--- config.mk ---
export PLATFORM = sky130hd
export DESIGN_NAME = csa_stream_accumulator
export DESIGN_NICKNAME = d
export VERILOG_FILES = /design/src/rtl/csa_stream_accumulator.sv
export SDC_FILE = /design/constraint.sdc
export NUM_CORES = 1
export LEC_CHECK = 0
export ABC_AREA = 1
export CORE_MARGIN = 2
export CORE_UTILIZATION = 30
export CTS_BUF_LIST = sky130_fd_sc_hd__clkbuf_16
export DETAILED_ROUTE_END_ITERATION = 10
export GPL_TIMING_DRIVEN = 1
export PLACE_DENSITY = 0.55
export SETUP_SLACK_MARGIN = 0.05
export SYNTH_ARGS = -nofsm -noshare
export SYNTH_HDL_FRONTEND = slang
export SYNTH_SLANG_ARGS = --single-unit
--- constraint.sdc ---
create_clock -name clk -period 1.7 [get_ports clk]
set_input_delay 0.17 -clock clk [delete_from_list [all_inputs] [get_ports clk]]
set_output_delay 0.17 -clock clk [all_outputs]
set_load 0.005 [all_outputs]
--- src/rtl/csa_stream_accumulator.sv ---
// csa_stream_accumulator: carry-save packet accumulator with valid/ready in/out streams.
// Define CSA_FAST_RESOLVE_EN for a one-cycle S+C resolve instead of iterative carry propagation.
module csa_stream_accumulator #(
  parameter int IN_W  = 4,
  parameter int CNT_W = 4
) (
  input  logic                   clk,
  input  logic                   rst,
  input  logic                   in_valid,
  output logic                   in_ready,
  input  logic [IN_W-1:0]        in_data,
  input  logic                   in_last,
  output logic                   out_valid,
  input  logic                   out_ready,
  output logic [IN_W+CNT_W-1:0]  out_sum,
  output logic [CNT_W-1:0]       out_count,
  output logic                   out_trunc
);
  localparam int ACC_W = IN_W + CNT_W;
  localparam logic [CNT_W-1:0] MAX_OPS = '1;
  typedef enum logic [1:0] {ACCUM, RESOLVE, DONE} state_t;
  state_t state_q, state_d;
  logic [ACC_W-1:0] s_q, s_d, c_q, c_d, sum_q, sum_d, x;
  logic [CNT_W-1:0] cnt_q, cnt_d, ocnt_q, ocnt_d, cnt_inc;
  logic trunc_q, trunc_d, otrunc_q, otrunc_d;
  assign x         = {{CNT_W{1'b0}}, in_data};
  assign cnt_inc   = cnt_q + 1'b1;
  assign in_ready  = state_q == ACCUM;
  assign out_valid = state_q == DONE;
  assign out_sum   = sum_q;
  assign out_count = ocnt_q;
  assign out_trunc = otrunc_q;
  always_comb begin
    state_d  = state_q;
    s_d      = s_q;
    c_d      = c_q;
    cnt_d    = cnt_q;
    trunc_d  = trunc_q;
    sum_d    = sum_q;
    ocnt_d   = ocnt_q;
    otrunc_d = otrunc_q;
    case (state_q)
      ACCUM: if (in_valid) begin
        s_d     = s_q ^ c_q ^ x;
        c_d     = ((s_q & c_q) | (s_q & x) | (c_q & x)) << 1;
        cnt_d   = cnt_inc;
        trunc_d = cnt_inc == MAX_OPS && !in_last;
        state_d = (in_last || cnt_inc == MAX_OPS) ? RESOLVE : ACCUM;
      end
`ifdef CSA_FAST_RESOLVE_EN
      RESOLVE: begin
        sum_d    = s_q + c_q;
        ocnt_d   = cnt_q;
        otrunc_d = trunc_q;
        state_d  = DONE;
      end
`else
      RESOLVE: if (c_q == '0) begin
        sum_d    = s_q;
        ocnt_d   = cnt_q;
        otrunc_d = trunc_q;
        state_d  = DONE;
      end else begin
        s_d = s_q ^ c_q;
        c_d = (s_q & c_q) << 1;
      end
`endif
      DONE: if (out_ready) begin
        s_d     = '0;
        c_d     = '0;
        cnt_d   = '0;
        trunc_d = 1'b0;
        state_d = ACCUM;
      end
      default: state_d = ACCUM;
    endcase
  end
  always_ff @(posedge clk or posedge rst) begin
    if (rst) begin
      state_q  <= ACCUM;
      s_q      <= '0;
      c_q      <= '0;
      cnt_q    <= '0;
      trunc_q  <= 1'b0;
      sum_q    <= '0;
      ocnt_q   <= '0;
      otrunc_q <= 1'b0;
    end else begin
      state_q  <= state_d;
      s_q      <= s_d;
      c_q      <= c_d;
      cnt_q    <= cnt_d;
      trunc_q  <= trunc_d;
      sum_q    <= sum_d;
      ocnt_q   <= ocnt_d;
      otrunc_q <= otrunc_d;
    end
  end
endmodule

==> flow_summary.json <==
{
  "status": "finished, final reports clean",
  "grt_max_degree": 36,
  "crit_path_start": "state_q[1]",
  "synth_area_um2": 1860,
  "gp_congestion": 0.789,
  "rsz0062_at_grt": "yes",
  "fin_crit_ns": 1.51,
  "relSlewSlack": 0.692,
  "reg2reg_from": "state_q[1]",
  "hp-class": "primary input to async pin",
  "num_vias": 1447,
  "nets": 272,
  "grt_first_pass_wirelength_mm": 6.66,
  "cts_made_buffers": 5,
  "finalClockSkew_ns": 0.00415,
  "synth_ff_type": "dfrtp_1",
  "cap_violations": 0,
  "synth.top_cells.by_count": "nand2_1, dfrtp_1, inv_1",
  "avgRoutedWirePerCell_um": 11.9,
  "multi_input_area_um2": 872,
  "max-clock-path-buffers": 2,
  "yosys.cell_count.top_type": "nand2_1",
  "seqCellArea_um2": 876,
  "wl_mm": 3.82,
  "fp.coreArea_um2": 5960,
  "start_kind": "register",
  "p_sw_frac": 0.405,
  "worstSkewPairLatency_ns": 0.28,
  "hold_slack_ns": 0.302,
  "fin_crit_sh": 0.890,
  "slew_violations": 0,
  "dp_hpwl_mm": 2.75,
  "dp_slack_ns": 0.0515,
  "cp_max_fo": 15,
  "antenna_found_initial": 0,
  "initial_utilization": 0.312,
  "p_per_area_nw_per_um2": 1670,
  "post_dp_cell_area_um2": 2210,
  "syn_nets": 239,
  "fmax_mhz": 661,
  "clk_pin_slew_worst_paths_ns": 0.05,
  "worst_path_max_delay_cell": "dfrtp_1",
  "cts_root_buf": "clkbuf_16",
  "io_buffers": 23,
  "hold_viol_final": 0,
  "drive_above_1_share": 0.121,
  "die_area_um2": 6840,
  "route.detailed.drc": 0,
  "fin_ws_ns": 0.187,
  "grt_pass1_vias": 1436,
  "syn_avg_cell_area_um2": 8.72,
  "setup_tns_ns": 0,
  "yosysWarningCount": 0,
  "cts_max_level": 2,
  "synth_area_leader_cell": "dfrtp_1",
  "worstPathCellList": "inv_2 -> ha_2 -> nand2_1 -> nand2_1 -> nor2_2 -> nand2_4 -> inv_4 -> nand2_1 -> o21ai_2",
  "fin_util": 0.396,
  "track_usage": 0.129,
  "yosysTopAreaCellShare": 0.471,
  "fillers": 619,
  "final-setup-viol-count": 0,
  "viasPerCell": 4.49,
  "p_comb_frac": 0.455,
  "critPathKind": "register to register",
  "syn_to_final_growth_pct": 27.0,
  "cts_tree": "built",
  "p_int_mw": 2.35,
  "tightest_slew_ns": 0.462,
  "cts.sinks": 35,
  "ys_ff_latch": 35,
  "async_flop_share": 1.00,
  "ios": 24,
  "cp.required_ns": 1.90,
  "worst_path_most_repeated_cell": "nand2_1",
  "cp.arrival_ns": 1.72,
  "ys_types": 25,
  "syn_inst": 213,
  "seqPwrFrac": 0.325,
  "die_w_um": 82.7,
  "grt_overflow_total": 0,
  "dr.pass1.iters": 4,
  "leakagePower_nw": 1.20,
  "core.rowCount": 28,
  "die_y_um": 82.7,
  "clkPwrFrac": 0.221,
  "synth_edf_count": 0,
  "cp-end-kind": "register",
  "vdd_drop_max_mv": 0.838,
  "ys_seq_area_frac": 0.471,
  "drtAntennaViolNets": 0,
  "final_area_um2": 2360,
  "n_antenna_cell": 0,
  "dr.first_iter.drc_count": 85,
  "hold_buffers": 0,
  "synthTopCellsByArea": "dfrtp_1, nand2_1, ha_1",
  "netSwitchingPower_mw": 1.60,
  "slowest_delay_ns": 0.41
}
[per-stage QoR]
step | cells | total power [mW]
floorplan | 213 | 2.48
global placement | 313 | 3.06
detailed placement | 313 | 3.09
CTS | 322 | 3.99
global route | 322 | 4.32
finish | 322 | 3.95
[cells in the final DEF, fill, tap and decap left out, drive strengths merged]
master and instances:
a21oi 1, inv 22, o21ai 21, xor2 1, dfrtp 35, o22ai 1, nor3 1, buf 9
dlygate4sd2 2, nand2 76, xnor2 1, clkinvlp 1, clkdlybuf4s50 21, fa 3, nor2 10, o21bai 1
nand4 5, clkbuf 5, ha 14, clkinv 1, nand3 16
[final timing paths]
path | end | cells past startpoint | slack [ns]
max reg2reg | c_q[3] | 9 | 0.19
min | out_sum[0] | 3 | 0.30
max in group asynchronous | c_q[3] | 3 | 1.07
min reg2reg | out_sum[2] | 2 | 0.47
min in group clk | out_sum[2] | 2 | 0.47
max | c_q[3] | 9 | 0.19
[kinds of logic (layout without fill, tap and decap cells)]
logic type	Yosys count	after routing	share of synthesized area
AND/OR/NAND/NOR	108	108	0.256
adder cells (fa/ha/maj)	17	17	0.127
flip-flops	35	35	0.471
AO/OA/AOI/OAI	24	24	0.0747
buffers and inverters	27	61	0.0620
XOR/XNOR	2	2	0.00943
[routing by layer]
layer  vias to the layer above  GRT usage  routed length (um)
met3                         7     0.0283                 156
met4                         0     0.0639                  63
met1                       661      0.181                1980
met5                         -          0                   0
li1                        750          -                   -
met2                        29      0.188                1610
[power groups by stage]
| stage | clock [mW] | sequential, mW | combinational [mW] |
|---|---|---|---|
| 2_1_floorplan | 0 | 1.26 | 1.22 |
| 3_3_place_gp | 0 | 1.29 | 1.77 |
| 6_report | 0.871 | 1.28 | 1.79 |
| 3_5_place_dp | 0 | 1.30 | 1.79 |
| 5_1_grt | 0.936 | 1.32 | 2.07 |
| 4_1_cts | 0.891 | 1.29 | 1.82 |
[final cells by class]
cell class              instances  share of cell area
clock buffers                   5              0.0530
clock inverters                 3             0.00689
inverters                      21              0.0345
multi-input cells             151               0.370
flip-flops and latches         35               0.371
well taps                      75              0.0398
repair buffers                 32               0.125
[flip-flops by register name, indices dropped and copies added (netlist names)]
signal,cells
trunc_q,1
c_q,7
cnt_q,4
state_q,2
out_sum,8
s_q,8
out_count,4
out_trunc,1
[timing repair]
item,4_1_cts,5_1_grt
setup buffers,1,0
setup endpoints to repair,3,11
resized for setup,6,2
cloned,0,0
[worst max-delay path, delay by kind of cell (launching register included)]
family | cells | cell delay [ns]
AO/OA/AOI/OAI | 1 | 0.06
adder cells (fa/ha/maj) | 1 | 0.19
buffers and inverters | 2 | 0.23
flip-flops | 1 | 0.41
AND/OR/NAND/NOR | 5 | 0.55
(Power assumes the default switching activity.)
